===== config.mk =====
export PLATFORM = sky130hd
export DESIGN_NAME = imem_loader
export DESIGN_NICKNAME = d
export VERILOG_FILES = /design/src/rtl/imem_pkg.sv /design/src/rtl/imem_word_assembler.sv /design/src/rtl/imem_loader.sv
export SDC_FILE = /design/constraint.sdc
export NUM_CORES = 1
export LEC_CHECK = 0
export BUFFER_PORTS_ARGS = -buffer_cell sky130_fd_sc_hd__buf_2
export CAP_MARGIN = 10
export CORE_MARGIN = 1
export CORE_UTILIZATION = 59
export DETAILED_ROUTE_END_ITERATION = 10
export PLACE_DENSITY = 0.8
export SLEW_MARGIN = 25
export SYNTH_ARGS = -nofsm -noshare
export SYNTH_HDL_FRONTEND = slang
export SYNTH_HIERARCHICAL = 1
export SYNTH_SLANG_ARGS = --single-unit

===== constraint.sdc =====
create_clock -name clk -period 3 [get_ports clk]
set_input_delay 0.45 -clock clk [delete_from_list [all_inputs] [get_ports clk]]
set_output_delay 0.45 -clock clk [all_outputs]
set_load 0.01 [all_outputs]

===== src/rtl/imem_pkg.sv =====
// Shared constants and types for the instruction-memory loader.
// Loader FSM states and sticky error codes live here.
package imem_pkg;

  localparam int unsigned ADDR_W         = 9;
  localparam int unsigned DATA_W         = 33;
  localparam int unsigned BYTES_PER_WORD = 5;

  typedef enum logic [2:0] {
    StIdle,
    StLenLo,
    StLenHi,
    StData,
    StWrite,
    StCsum,
    StDone,
    StError
  } loader_state_e;

  typedef enum logic [1:0] {
    ERR_NONE    = 2'd0,
    ERR_LEN     = 2'd1,
    ERR_CSUM    = 2'd2,
    ERR_TIMEOUT = 2'd3
  } err_code_e;

endpackage


===== src/rtl/imem_word_assembler.sv =====
// Little-endian byte shift-in for one instruction word; word_ready marks
// the handshake of the final byte so the completed word is visible next cycle.
module imem_word_assembler #(
  parameter int unsigned DATA_W         = imem_pkg::DATA_W,
  parameter int unsigned BYTES_PER_WORD = imem_pkg::BYTES_PER_WORD
) (
  input  logic              clk,
  input  logic              rst,
  input  logic              clear,
  input  logic              shift,
  input  logic [7:0]        byte_in,
  output logic [DATA_W-1:0] word,
  output logic              word_ready
);
  import imem_pkg::*;

  localparam int unsigned SrW  = 8 * BYTES_PER_WORD;
  localparam int unsigned CntW = $clog2(BYTES_PER_WORD);
  localparam logic [CntW-1:0] LastIdx = CntW'(BYTES_PER_WORD - 1);

  logic [SrW-1:0]  sr_q;
  logic [CntW-1:0] cnt_q;

  assign word_ready = shift && (cnt_q == LastIdx);
  // Upper pad bits of the final byte fall outside the word and are dropped.
  assign word       = sr_q[DATA_W-1:0];

  always_ff @(posedge clk or negedge rst) begin
    if (!rst) begin
      sr_q  <= '0;
      cnt_q <= '0;
    end else if (clear) begin
      cnt_q <= '0;
    end else if (shift) begin
      sr_q  <= {byte_in, sr_q[SrW-1:8]};
      cnt_q <= word_ready ? '0 : cnt_q + 1'b1;
    end
  end

endmodule


===== src/rtl/imem_loader.sv =====
// Framed byte-stream loader for instruction memory: length, data words, XOR
// checksum. Holds the CPU while loading and reports sticky done/error status.
module imem_loader #(
  parameter int unsigned ADDR_W         = imem_pkg::ADDR_W,
  parameter int unsigned DATA_W         = imem_pkg::DATA_W,
  parameter int unsigned BYTES_PER_WORD = imem_pkg::BYTES_PER_WORD,
  parameter int unsigned TIMEOUT_CYC    = 1000000
) (
  input  logic              clk,
  input  logic              rst,
  input  logic              start,
  input  logic [7:0]        rx_data,
  input  logic              rx_valid,
  output logic              rx_ready,
  output logic              mem_wren,
  output logic [ADDR_W-1:0] mem_addr,
  output logic [DATA_W-1:0] mem_data,
  output logic              cpu_hold,
  output logic              busy,
  output logic              done,
  output logic [1:0]        err_code,
  output logic [ADDR_W:0]   words_loaded
);
  import imem_pkg::*;

  localparam int unsigned TmoW = $clog2(TIMEOUT_CYC + 1);
  localparam int unsigned CntW = ADDR_W + 1;

  loader_state_e   state_q, state_d;
  err_code_e       err_q, err_d;
  logic [15:0]     len_q, len_d, len_full;
  logic [7:0]      csum_q, csum_d;
  logic [TmoW-1:0] tmo_q, tmo_d;
  logic [CntW-1:0] words_q, words_d;
  logic [ADDR_W-1:0] addr_q, addr_d;
  logic            hold_q, hold_d, busy_q, busy_d, done_q, done_d;
  logic            accept, start_frame, word_ready, len_bad;

  assign rx_ready = state_q inside {StLenLo, StLenHi, StData, StCsum};
  assign accept   = rx_valid && rx_ready;
  assign len_full = {rx_data, len_q[7:0]};
  assign len_bad  = (len_full == 16'd0) || (32'(len_full) > (32'd1 << ADDR_W));

  imem_word_assembler #(
    .DATA_W        (DATA_W),
    .BYTES_PER_WORD(BYTES_PER_WORD)
  ) u_asm (
    .clk       (clk),
    .rst       (rst),
    .clear     (start_frame),
    .shift     (accept && (state_q == StData)),
    .byte_in   (rx_data),
    .word      (mem_data),
    .word_ready(word_ready)
  );

  always_comb begin
    state_d     = state_q;
    err_d       = err_q;
    len_d       = len_q;
    csum_d      = csum_q;
    tmo_d       = tmo_q;
    words_d     = words_q;
    addr_d      = addr_q;
    start_frame = 1'b0;

    // Idle-cycle watchdog for every state that waits on the host link.
    if (rx_ready) begin
      if (accept) begin
        tmo_d = '0;
      end else if (tmo_q == TmoW'(TIMEOUT_CYC - 1)) begin
        state_d = StError;
        err_d   = ERR_TIMEOUT;
      end else begin
        tmo_d = tmo_q + 1'b1;
      end
    end

    unique case (state_q)
      StIdle, StDone, StError: begin
        if (start) begin
          start_frame = 1'b1;
          state_d     = StLenLo;
          err_d       = ERR_NONE;
          words_d     = '0;
          addr_d      = '0;
          csum_d      = '0;
          tmo_d       = '0;
        end
      end
      StLenLo: begin
        if (accept) begin
          len_d   = {8'h00, rx_data};
          csum_d  = csum_q ^ rx_data;
          state_d = StLenHi;
        end
      end
      StLenHi: begin
        if (accept) begin
          len_d  = len_full;
          csum_d = csum_q ^ rx_data;
          if (len_bad) begin
            state_d = StError;
            err_d   = ERR_LEN;
          end else begin
            state_d = StData;
          end
        end
      end
      StData: begin
        if (accept) begin
          csum_d = csum_q ^ rx_data;
          if (word_ready) begin
            state_d = StWrite;
            addr_d  = words_q[ADDR_W-1:0];
          end
        end
      end
      StWrite: begin
        words_d = words_q + 1'b1;
        state_d = (32'(words_d) == 32'(len_q)) ? StCsum : StData;
      end
      StCsum: begin
        if (accept) begin
          if (rx_data == csum_q) begin
            state_d = StDone;
          end else begin
            state_d = StError;
            err_d   = ERR_CSUM;
          end
        end
      end
      default: state_d = StIdle;
    endcase

    hold_d = state_d inside {StLenLo, StLenHi, StData, StWrite, StCsum, StError};
    busy_d = state_d inside {StLenLo, StLenHi, StData, StWrite, StCsum};
    done_d = (state_d == StDone);
  end

  always_ff @(posedge clk or negedge rst) begin
    if (!rst) begin
      state_q <= StIdle;
      err_q   <= ERR_NONE;
      len_q   <= '0;
      csum_q  <= '0;
      tmo_q   <= '0;
      words_q <= '0;
      addr_q  <= '0;
      hold_q  <= 1'b0;
      busy_q  <= 1'b0;
      done_q  <= 1'b0;
    end else begin
      state_q <= state_d;
      err_q   <= err_d;
      len_q   <= len_d;
      csum_q  <= csum_d;
      tmo_q   <= tmo_d;
      words_q <= words_d;
      addr_q  <= addr_d;
      hold_q  <= hold_d;
      busy_q  <= busy_d;
      done_q  <= done_d;
    end
  end

  assign mem_wren     = (state_q == StWrite);
  assign mem_addr     = addr_q;
  assign cpu_hold     = hold_q;
  assign busy         = busy_q;
  assign done         = done_q;
  assign err_code     = err_q;
  assign words_loaded = words_q;

endmodule


==> metrics.csv <==
stage;metric;value;unit
route;detail_route.vias_per_cell;6.215;
placement;place_hpwl;9.376;mm
synth;synthesis.instances;583;
critical_path;worst_path_arrival;2.19;ns
route;remaining_drc_errors;0;
global_route;grt_start_max_net_pins;64;
clock_network;postCtsResizedCells;0;
global_route;number_of_antenna_violations_at_the_first_check_in_global_routing;0;
floorplan;die-height;104.9;µm
timing;grt_setup_unrepaired;false;
clock_network;postCtsSetupBuffers;0;
floorplan;die_area;11000;µm²
pwr;p_per_area;1002;nW/µm²
floorplan;placement_rows;37;
pwr;irDropWorstVdd;0.4590;mV
route;postRouteAntennaNets;0;
synth;synth_nets;599;
route;routedLengthMet1;5.921;mm
clock_network;hold_buffers_post_cts;1;
critical_path;crit_fanout;19;
layout;fin_nets;636;
clock_network;clock_tree_from_tritoncts;built;
floorplan;chipWidth;104.9;µm
timing;period_needed;2.635;ns
clock_network;insertion_delay;0.52;ns
placement;post_dp_cell_area;6416;µm²
timing;final.period_utilization;87.84;%
layout;num_antenna_cells;0;
route;drt_pre_antenna_iters;5;
critical_path;critical_path_class;reg -> out;
synth;synth_top_area_cell;sky130_fd_sc_hd__dfrtp_1;
floorplan;io_pins;71;
synth;mappedNetlistArea;6245;µm²
clock_network;cts.sinks;114;
synth;yosys_warnings;6;
timing;max-slew-margin-rel;49.67;%
synth;synthesis.area_per_instance;10.71;µm²
route;route.met3.wl;741;µm
synth;postSynthRegisterBits;114;
timing;max_freq;0.3795;GHz
placement;portBuffers;70;
timing;final-setup-viol-count;0;
timing;maxSlewViolCount;0;
critical_path;worst_ep_required_time;2.55;ns
route;topRoutingLayerUsed;met4;
critical_path;cp_startpoint_kind;flop;
timing;final.setup_skew;0.005040;ns
route;detail_route.iter0.violations;426;
route;met2_wirelength;7.001;mm
floorplan;initial_utilization;60.76;%
clock_network;cts_root_buffer;sky130_fd_sc_hd__clkbuf_8;
synth;netlist_top_cells_area;sky130_fd_sc_hd__dfrtp_1 46%, sky130_fd_sc_hd__mux2_4 9.6%, sky130_fd_sc_hd__buf_4 4.0%;
timing;worst-slew-pin-transition;0.7486;ns
route;routedWlPerCell;18.22;µm
layout;fraction_of_layout_cells_with_a_size_suffix_above_1;27.96;%
route;detail_route.wirelength;14.01;mm
layout;stdcell_area;7047;µm²
clock_network;cts_buffers;17;
min_path;timing.hold.worst.class;in -> reg;
pwr;power.leakage;3.148;nW
global_route;grt_pass1_wl;23.03;mm
timing;fin_ws;0.3648;ns
synth;asyncSetResetFlopFracSynth;100.0;%
global_route;grt.overflow.total;0;
clock_network;ctsLongestPathBuffers;2;
synth;synth_ff_type;sky130_fd_sc_hd__dfrtp_1;
placement;place.gp.congestion;0.8768;
timing;hold_viol_final;0;
run_status;run_status;completed;
synth;synthDistinctLibCells;65;
clock_network;h-tree-depth;4;
route;route.vias.total;4779;
clock_network;path_clk_slew;0.06;ns
run;maxCapViolCount;0;
layout;synth_to_layout_area_growth;12.84;%
global_route;groute.usage.overall;26.80;%
synth;synth-seq-area-share;45.68;%
synth;synth_enable_flop_cells;0;
floorplan;core;10280;µm²
critical_path;cp-end-kind;primary output;
global_route;number_of_global_route_vias_before_repair;4675;
layout;layout.filler_cells;764;
synth;netlist.area_leader.share;45.68;%
timing;holdWs;0.2939;ns
placement;placement.setup.worst_slack;0.4711;ns
timing;totalNegativeSetupSlack;0;ns
## final timing paths
kind,cells past startpoint,slack (ns),from,endpoint
max,4,0.36,state_q[0],rx_ready
min,2,0.29,rx_data[3],u_asm/sr_q[35]
max reg2reg,6,0.56,state_q[0],csum_q[2]
min reg2reg,1,0.49,mem_addr[4],mem_addr[4]
max in group asynchronous,3,1.74,rst,u_asm/sr_q[39]
min in group asynchronous,2,0.50,rst,u_asm/sr_q[3]
## power breakdown
group	internal [mW]	leakage (nW)	total (mW)	switching [mW]
combinational	1.23	1.39	2.43	1.20
clock	1.36	0.299	2.11	0.753
sequential	2.05	1.46	2.52	0.469
total	4.64	3.15	7.06	2.43
## synthesized netlist by cell type (all sizes together) (11+ instances only)
cell type	count
buf	46
nand2	34
o21ai	46
mux2	48
or4	11
nor2b	13
o31ai	11
nand3	14
clkbuf	18
nor2	30
dfrtp	114
a31oi	18
xor2	14
a21oi	24
## per-layer routing
layer	vias up	track usage (%)
met3	37	5.240
met5	-	0
li1	2166	-
met4	0	12.17
met2	196	43.85
met1	2380	34.57
## per-stage QoR
step	utilization, %	power, mW	cells
after floorplan	-	4.561	583
after global placement	62.43	4.784	736
after detailed placement	62.43	4.932	736
after CTS	68.57	7.076	769
after global routing	68.57	7.424	769
final	68.57	7.064	769
## kinds of logic after synthesis
kind of cell    after synthesis  share of synthesized area, %
xor+xnor                     24                         3.366
flops                       114                         45.68
simple gates                175                         15.87
compound gates              141                         14.89
fa+ha+maj                     4                        0.8015
buf+inv                      75                         8.014
mux                          50                         11.38
## area by class of cell
class,instances,area [µm²],share of cell area (%)
multi-input combinational,394,2892,41.03
sequential,114,2853,40.48
timing repair buffer,82,470.5,6.676
clock buffer,17,414.1,5.877
clock inverter,15,206.4,2.930
tap,136,170.2,2.415
inverter,11,41.29,0.5859
## layout by cell type (no fill, tap or decap), drive strengths merged, types with 7 or more instances in the layout
cell and instances:
nor2b 13, dfrtp 114, nand3 14, nor3 7, o31ai 11, clkbuf 17
nand2b 9, a22o 9, a211oi 7, buf 81, or4 11, nor4 9
nand4 9, xnor2 10, a21o 7, o21ai 46, inv 14, nand2 34
nor2 30, mux2 48, a21oi 24, a31oi 18, and4 7, xor2 14
## worst max-delay path: stages, from the launching register on
cell and delay (ns):
sky130_fd_sc_hd__dfrtp_1 0.68, sky130_fd_sc_hd__and2b_1 0.34, sky130_fd_sc_hd__nor2_1 0.10, sky130_fd_sc_hd__inv_1 0.32
sky130_fd_sc_hd__buf_2 0.21
## registers in the layout, summed over array words and instances, names as in the netlist
signal,flops
u_asm/sr_q,40
tmo_q,20
len_q,16
words_loaded,10
mem_addr,9
csum_q,8
state_q,3
u_asm/cnt_q,3
err_code,2
busy,1
cpu_hold,1
done,1
Power figures use the tool's default switching activity.
